$ cat config.mk
export PLATFORM = sky130hd
export DESIGN_NAME = mouse_master_sm
export DESIGN_NICKNAME = d
export VERILOG_FILES = /design/src/rtl/mouse_master_sm_pkg.sv /design/src/rtl/mouse_master_sm.sv
export SDC_FILE = /design/constraint.sdc
export NUM_CORES = 1
export LEC_CHECK = 0
export ABC_AREA = 0
export BUFFER_PORTS_ARGS = -buffer_cell sky130_fd_sc_hd__clkbuf_2
export CAP_MARGIN = 10
export CORE_MARGIN = 2
export CORE_UTILIZATION = 58
export DETAILED_ROUTE_END_ITERATION = 12
export GPL_TIMING_DRIVEN = 0
export PLACE_DENSITY_LB_ADDON = 0.2
export RECOVER_POWER = 50
export SLEW_MARGIN = 20
export SYNTH_ARGS = -nofsm -noshare
export SYNTH_HDL_FRONTEND = slang
export SYNTH_SLANG_ARGS = --single-unit
$ cat constraint.sdc
create_clock -name CLK -period 5.59 [get_ports CLK]
set_clock_uncertainty 0.15 [all_clocks]
set_input_delay 0.559 -clock CLK [delete_from_list [all_inputs] [get_ports CLK]]
set_output_delay 0.559 -clock CLK [all_outputs]
set_load 0.01 [all_outputs]
$ cat src/rtl/mouse_master_sm_pkg.sv
// Shared state codes and PS/2 command/response bytes for the
// mouse master sequencer.
package mouse_master_sm_pkg;

   typedef enum logic [3:0] {
      ST_INIT_WAIT     = 4'd0,
      ST_SEND_FF       = 4'd1,
      ST_WAIT_SENT_FF  = 4'd2,
      ST_WAIT_ACK_FF   = 4'd3,
      ST_WAIT_SELFTEST = 4'd4,
      ST_WAIT_ID       = 4'd5,
      ST_SEND_F4       = 4'd6,
      ST_WAIT_SENT_F4  = 4'd7,
      ST_WAIT_ACK_F4   = 4'd8,
      ST_READ_STATUS   = 4'd9,
      ST_READ_DX       = 4'd10,
      ST_READ_DY       = 4'd11,
      ST_PUBLISH       = 4'd12,
      ST_INIT_RESTART  = 4'd13
   } state_t;

   localparam logic [7:0] CMD_RESET    = 8'hFF;
   localparam logic [7:0] CMD_ENABLE   = 8'hF4;
   localparam logic [7:0] RSP_ACK      = 8'hFA;
   localparam logic [7:0] RSP_SELFTEST = 8'hAA;
   localparam logic [7:0] RSP_ID       = 8'h00;

   function automatic logic rx_state(state_t s);
      return s inside {ST_WAIT_ACK_FF, ST_WAIT_SELFTEST,
                       ST_WAIT_ID, ST_WAIT_ACK_F4,
                       ST_READ_STATUS, ST_READ_DX,
                       ST_READ_DY, ST_PUBLISH};
   endfunction

   function automatic logic pkt_state(state_t s);
      return s inside {ST_READ_STATUS, ST_READ_DX,
                       ST_READ_DY, ST_PUBLISH};
   endfunction

endpackage

$ cat src/rtl/mouse_master_sm.sv
// PS/2 mouse master: runs the init handshake, then assembles
// 3-byte movement packets and publishes them with an interrupt.
module mouse_master_sm
   import mouse_master_sm_pkg::*;
#(
   parameter int STARTUP_CYCLES = 5000000,
   parameter int RESP_TIMEOUT   = 10000000,
   parameter int CNT_W          = 24
) (
   input  logic       CLK,
   input  logic       RESET,
   output logic       SEND_BYTE,
   output logic [7:0] BYTE_TO_SEND,
   input  logic       BYTE_SENT,
   output logic       READ_ENABLE,
   input  logic       BYTE_READY,
   input  logic [7:0] BYTE_IN,
   input  logic [1:0] BYTE_ERROR_CODE,
   output logic [7:0] MOUSE_STATUS,
   output logic [7:0] MOUSE_DX,
   output logic [7:0] MOUSE_DY,
   output logic       SEND_INTERRUPT,
   output logic [3:0] MASTER_STATE
);

   localparam logic [CNT_W-1:0] START_LAST = CNT_W'(STARTUP_CYCLES - 1);
   localparam logic [CNT_W-1:0] TMO_LAST   = CNT_W'(RESP_TIMEOUT - 1);

   state_t           state, nxt;
   logic [CNT_W-1:0] cnt, cnt_nxt;
   logic [7:0]       status_r, dx_r;
   logic             rx_ok, tmo;

   assign rx_ok        = BYTE_READY && (BYTE_ERROR_CODE == 2'b00);
   assign tmo          = (cnt == TMO_LAST);
   assign MASTER_STATE = state;

   always_comb begin
      nxt = state;
      unique case (state)
         ST_INIT_WAIT:
            if (cnt == START_LAST) nxt = ST_SEND_FF;
         ST_SEND_FF:
            nxt = ST_WAIT_SENT_FF;
         ST_WAIT_SENT_FF:
            if (BYTE_SENT) nxt = ST_WAIT_ACK_FF;
            else if (tmo)  nxt = ST_INIT_RESTART;
         ST_WAIT_ACK_FF:
            if (BYTE_READY)
               nxt = (rx_ok && BYTE_IN == RSP_ACK) ?
                     ST_WAIT_SELFTEST : ST_INIT_RESTART;
            else if (tmo) nxt = ST_INIT_RESTART;
         ST_WAIT_SELFTEST:
            if (BYTE_READY)
               nxt = (rx_ok && BYTE_IN == RSP_SELFTEST) ?
                     ST_WAIT_ID : ST_INIT_RESTART;
            else if (tmo) nxt = ST_INIT_RESTART;
         ST_WAIT_ID:
            if (BYTE_READY)
               nxt = (rx_ok && BYTE_IN == RSP_ID) ?
                     ST_SEND_F4 : ST_INIT_RESTART;
            else if (tmo) nxt = ST_INIT_RESTART;
         ST_SEND_F4:
            nxt = ST_WAIT_SENT_F4;
         ST_WAIT_SENT_F4:
            if (BYTE_SENT) nxt = ST_WAIT_ACK_F4;
            else if (tmo)  nxt = ST_INIT_RESTART;
         ST_WAIT_ACK_F4:
            if (BYTE_READY)
               nxt = (rx_ok && BYTE_IN == RSP_ACK) ?
                     ST_READ_STATUS : ST_INIT_RESTART;
            else if (tmo) nxt = ST_INIT_RESTART;
         // bit 3 of a status byte is always set; anything else is desync
         ST_READ_STATUS:
            if (rx_ok && BYTE_IN[3]) nxt = ST_READ_DX;
         ST_READ_DX:
            if (BYTE_READY)
               nxt = rx_ok ? ST_READ_DY : ST_READ_STATUS;
         ST_READ_DY:
            if (BYTE_READY)
               nxt = rx_ok ? ST_PUBLISH : ST_READ_STATUS;
         ST_PUBLISH:
            nxt = ST_READ_STATUS;
         ST_INIT_RESTART:
            nxt = ST_SEND_FF;
         default:
            nxt = ST_INIT_WAIT;
      endcase
   end

   always_comb begin
      cnt_nxt = cnt + 1'b1;
      if (nxt != state || pkt_state(state))
         cnt_nxt = '0;
   end

   always_ff @(posedge CLK or negedge RESET) begin
      if (!RESET) begin
         state          <= ST_INIT_WAIT;
         cnt            <= '0;
         SEND_BYTE      <= 1'b0;
         BYTE_TO_SEND   <= 8'h00;
         READ_ENABLE    <= 1'b0;
         SEND_INTERRUPT <= 1'b0;
         MOUSE_STATUS   <= 8'h00;
         MOUSE_DX       <= 8'h00;
         MOUSE_DY       <= 8'h00;
         status_r       <= 8'h00;
         dx_r           <= 8'h00;
      end else begin
         state          <= nxt;
         cnt            <= cnt_nxt;
         SEND_BYTE      <= (nxt == ST_SEND_FF) || (nxt == ST_SEND_F4);
         READ_ENABLE    <= rx_state(nxt);
         SEND_INTERRUPT <= (nxt == ST_PUBLISH);
         if (nxt == ST_SEND_FF)
            BYTE_TO_SEND <= CMD_RESET;
         else if (nxt == ST_SEND_F4)
            BYTE_TO_SEND <= CMD_ENABLE;
         if (state == ST_READ_STATUS && nxt == ST_READ_DX)
            status_r <= BYTE_IN;
         if (state == ST_READ_DX && nxt == ST_READ_DY)
            dx_r <= BYTE_IN;
         // dY is still on BYTE_IN, so all three land together
         if (nxt == ST_PUBLISH) begin
            MOUSE_STATUS <= status_r;
            MOUSE_DX     <= dx_r;
            MOUSE_DY     <= BYTE_IN;
         end
      end
   end

endmodule
# Word level (Yosys, flattened, before mapping)
# Index checks and enable logic that the tools add are counted.
classes:
  reduce_logical: 15
  n_mux: 21
  addsub: 1
  eq_ne: 28
op_table:
  columns: ["operator", "count"]
  rows:
  - ["$mux W4", 14]
  - ["$pmux W4 S14", 1]
  - ["$eq A4 B4 Y1 const B", 11]
  - ["$eq A4 B3 Y1 const B", 7]
  - ["$add A24 B1 Y24 const B", 1]
  - ["$eq A24 B23 Y1 const B", 1]
  - ["$eq A24 B24 Y1 const B", 1]
  - ["$mux W24", 1]
  - ["$eq A8 B8 Y1 const B", 2]
  - ["$mux W8", 2]
  - ["$eq A4 B2 Y1 const B", 3]
  - ["$eq A4 B1 Y1 const B", 2]
  - ["$logic_not A8 Y1", 1]
  - ["$reduce_bool A8 Y1", 1]
  - ["$logic_and A1 B1 Y1", 7]
  - ["$mux W3", 2]
  - ["$logic_not A4 Y1", 1]
  - ["$ne A4 B4 Y1", 1]
  - ["$reduce_bool A4 Y1", 1]
  - ["$logic_not A2 Y1", 1]
  - ["$logic_or A1 B1 Y1", 2]
  - ["$mux W2", 1]
  - ["$reduce_bool A2 Y1", 1]
word_totals:
  input_bits: 14
  out_inout_bits: 39
  regBits: 79

# Depth between registers and ports, before layout
depth:
  ltp_word: 9
  depth_mapped: 10
  depth_no_buf: 9

# Worst setup path after synthesis
# Ideal clock, no wire load.
synth_timing:
  kind: "input -> register"
  from: "input BYTE_ERROR_CODE[1]"
  to: "register cnt[15]"
  slack_ps: 2811
  t_arrival_ps: 2560
  setup_time_ps: 69
  cell_stages: 8
  path_cell_list: "or3b_1 nor4_2 a2bb2oi_2 a32o_2 o311ai_2 a2111o_1 buf_6 nor2_2"
synth_between:
  elab_chain_cells: 9
synth_rtl:
  columns: ["element", "line", "rtl"]
  rows:
  - ["start, declared", "mouse_master_sm.sv:18", "input logic [1:0] BYTE_ERROR_CODE,"]
  - ["$logic_not A2 Y1 *", "mouse_master_sm.sv:34", "assign rx_ok = BYTE_READY && (BYTE_ERROR_CODE == 2'b00);"]
  - ["$logic_and A1 B1 Y1 *", "mouse_master_sm.sv:34", null]
  - ["$logic_and A1 B1 Y1 (on tied branches)", "mouse_master_sm.sv:60, mouse_master_sm.sv:50, mouse_master_sm.sv:55", null]
  - ["$mux W4 (on tied branches)", "mouse_master_sm.sv:60, mouse_master_sm.sv:50, mouse_master_sm.sv:55", null]
  - ["$mux W4 (on tied branches)", "mouse_master_sm.sv:59, mouse_master_sm.sv:49, mouse_master_sm.sv:54", null]
  - ["$pmux W4 S14 *", "mouse_master_sm.sv:40", "unique case (state)"]
  - ["net nxt[3]", "mouse_master_sm.sv:29", "state_t state, nxt;"]
  - ["$ne A4 B4 Y1 *", "mouse_master_sm.sv:93", "if (nxt != state || pkt_state(state))"]
  - ["$logic_or A1 B1 Y1 *", "mouse_master_sm.sv:93", null]
  - ["$mux W24 *", "mouse_master_sm.sv:93", null]
  - ["net cnt_nxt[15]", "mouse_master_sm.sv:30", "logic [CNT_W-1:0] cnt, cnt_nxt;"]
  - ["end signal, assigned", "mouse_master_sm.sv:112", "cnt <= cnt_nxt;"]
  - ["end, declared", "mouse_master_sm.sv:30", null]
# The timed path passes the listed nets; every way through them passes the cells marked *.
# A chain may end at the register's enable or synchronous reset.

==> flow_summary.yaml <==
clock_network:
  clk_pin_slew_ns: 0.08
  clk-insertion-delay-late_ns: 0.35
  clk_path_buf_depth: 2
  cts_tree: "yes"
  cts_resized: 0
  ctsHoldBuffers: 0
  htreeDepth: 3
  root_buffer: "clkbuf_8"
  cts_buffers: 9
  clkSinkCount: 73
  post_cts_buffers: 0
power_and_ir_drop:
  clkPwrFrac_pct: 28.6
  intPower_uw: 958.6
  leakage_uw: 0.002058
  irDropWorstVdd_mv: 0.2805
  p_comb_share_pct: 29.8
  netSwitchingPower_uw: 523.7
  p_sw_share_pct: 35.33
  p_seq_share_pct: 41.5
  power.density_nw_per_um2: 357.9
global_route:
  grt_usage_pct: 24.54
  grt_pass1_wl_um: 13700
  grt_remaining_overflow: 0
  grt_pass1_vias: 2897
  antenna_found_initial: 0
  grt_max_degree: 46
critical_path:
  crit_family: "buffers and inverters"
  cp.buffers_inverters: 2
  start_kind: "input port"
  cp.arrival_ns: 3.41
  required_ns: 5.43
  critical_path_class: "input port to async pin"
  r2r_setup_slack_ns: 2.42
  path_cells: "clkbuf_1 -> clkbuf_1"
  r2r_start: "cnt[0]"
  worst_path_largest_cell_delay_ns: 1.72
  crit_top_cell: "clkbuf_1"
  slowest_stage: "clkbuf_1"
  critical_path.startpoint: "RESET"
  endpoint_kind: "async pin"
  crit_fanout: 45
timing:
  tightest_slew_ns: 2.307
  clock.fmax_mhz: 279.4
  setup_viol: 0
  slew_viol_final: 76
  tns_ns: 0
  period_share_pct: 64.03
  finalCriticalPeriod_ns: 3.579
  rsz0062_at_grt: "false"
  slew_headroom_pct: -53.83
  hold_violations: 0
  layout_setup_ws_ns: 2.011
finish:
  drive_gt1_share_pct: 19.69
  layout.cells.non_filler: 527
  multi_input_area_sq_um: 1634
  nNetsFinal: 462
  seq_area_sq_um: 1827
  syn_to_final_growth_pct: 14.81
  nFillCells: 511
  diodes: 0
  layout_common_cells: "nand2_1, dfrtp_1, nor2_1, clkbuf_1, clkbuf_2"
  design_area_sq_um: 4141
  mostFrequentLayoutCell: "nand2_1"
drt:
  drt_wl_total_um: 8031
  wl_per_cell_um: 15.24
  drtPass1Iterations: 4
  drtAntennaViolNets: 0
  drt-vias-per-instance: 5.577
  vias: 2939
  drc: 0
  drt_iter0_markers: 203
synthesis:
  yosysTopAreaCellShare_pct: 50.64
  syn_area_sq_um: 3607
  synth_cell_type_count: 53
  synth_cells: 383
  ys_ff_latch: 73
  yosysWarnings: 0
  syn-mean-instance-area_sq_um: 9.418
  ys_seq_area_share_pct: 50.64
  async_reset_ff_share_pct: 100.0
  synth_edf_count: 0
  netlist_top_cells_area: "dfrtp_1, nand2_1, mux2_2, nor2_1, xor2_1"
  synth_ff_type: "dfrtp_1"
  synth_top_cell_by_area: "dfrtp_1"
  syn_nets: 398
job:
  cap_viol_max_count: 2
floorplanning:
  ios: 53
  die_width_um: 82.86
  dieHeight_um: 82.86
  start_util_pct: 60.57
  row_count: 28
  core_sq_um: 5956
  dieArea_sq_um: 6866
outcome:
  failed_checks: "capacitance limit, slew limit"
  status: "finished, violations left"
worst_hold_path:
  worstHoldPathType: "input port to flop"
  hold_start: "BYTE_IN[0]"
place:
  place_ws_ns: 2.238
  dpl.hpwl_um: 5799
  dpl_cell_area_sq_um: 3984
  placedCellCount: 511
  io_buffers: 52
  place_congestion: 0.9172
-- cell families after synthesis --
group           after synthesis  share of synthesized area [%]
xor+xnor                     22                          5.342
compound gates               39                          8.151
simple gates                204                          26.78
flops                        73                          50.64
mux                          15                          4.683
buf+inv                      29                          4.058
fa+ha+maj                     1                         0.3468
-- path summary, 6_finish.rpt --
path	end	cells past startpoint
max	MOUSE_STATUS[2]	2
min	MOUSE_DY[0]	3
max reg2reg	dx_r[1]	8
min reg2reg	MOUSE_DX[7]	2
max in group CLK	dx_r[1]	8
min in group asynchronous	MOUSE_DX[3]	1
-- area by class of cell --
type                    count  share of cell area (%)
repair buffers             53                   5.770
flip-flops and latches     73                   44.11
plain buffers              20                   2.719
inverters                   9                  0.8157
well taps                  75                   2.266
clock inverters             7                   1.873
multi-input cells         281                   39.46
clock buffers               9                   2.991
-- through the flow --
| stage | power (uW) | util (%) | hold WS [ns] |
|---|---|---|---|
| 6_report | 1482 | 69.54 | 0.3070 |
| 5_1_grt | 1566 | 69.54 | 0.3024 |
| 4_1_cts | 1495 | 70.27 | 0.01666 |
| 3_5_place_dp | 1070 | 66.89 | 0.3038 |
| 3_3_place_gp | 1058 | 66.51 | 0.2943 |
| 2_1_floorplan | 942.6 | - | 0.1134 |
-- power groups by stage --
stage	clock network [uW]	logic, uW	registers [uW]
global placement	0	434	624
CTS	432	447	616
finish	424	442	616
detailed placement	0	444	626
global route	454	488	624
floorplan	0	314	629
-- registers in the layout, indices dropped and copies added (netlist names) --
signal,flops
cnt,24
READ_ENABLE,1
BYTE_TO_SEND,2
MOUSE_STATUS,8
SEND_INTERRUPT,1
SEND_BYTE,1
MASTER_STATE,4
MOUSE_DY,8
dx_r,8
status_r,8
MOUSE_DX,8
-- Yosys cell counts, drive strengths merged, types with 2 or more instances --
cell type,number
nand2,94
dfrtp,73
nor2,44
mux2,15
nand3,14
xor2,14
and3,13
clkbuf,11
buf,9
o21ai,9
inv,8
xnor2,8
nand2b,7
a21oi,6
nand4,6
nor4,5
a211oi,4
nor3b,3
or2,3
a211o,2
a21boi,2
and2,2
nor2b,2
nor3,2
nor4b,2
o211ai,2
or3,2
or3b,2
-- worst register-to-register path, delay by kind of cell (launching register included) --
kind | cells | cell delay (ns)
adders and majority gates | 1 | 0.20
muxes | 1 | 0.40
AOI/OAI and AO/OA | 2 | 0.70
DFF | 1 | 0.40
and+or+nand+nor | 4 | 1.22
-- routing by layer --
layer | vias up | GRT usage [%] | wire, um
met4 | 0 | 7.154 | 76
met5 | - | 0 | 0
met1 | 1422 | 30.41 | 3394
met2 | 92 | 42.96 | 4125
li1 | 1413 | - | -
met3 | 12 | 5.567 | 435
No activity file was read; power rests on OpenSTA's default activity.
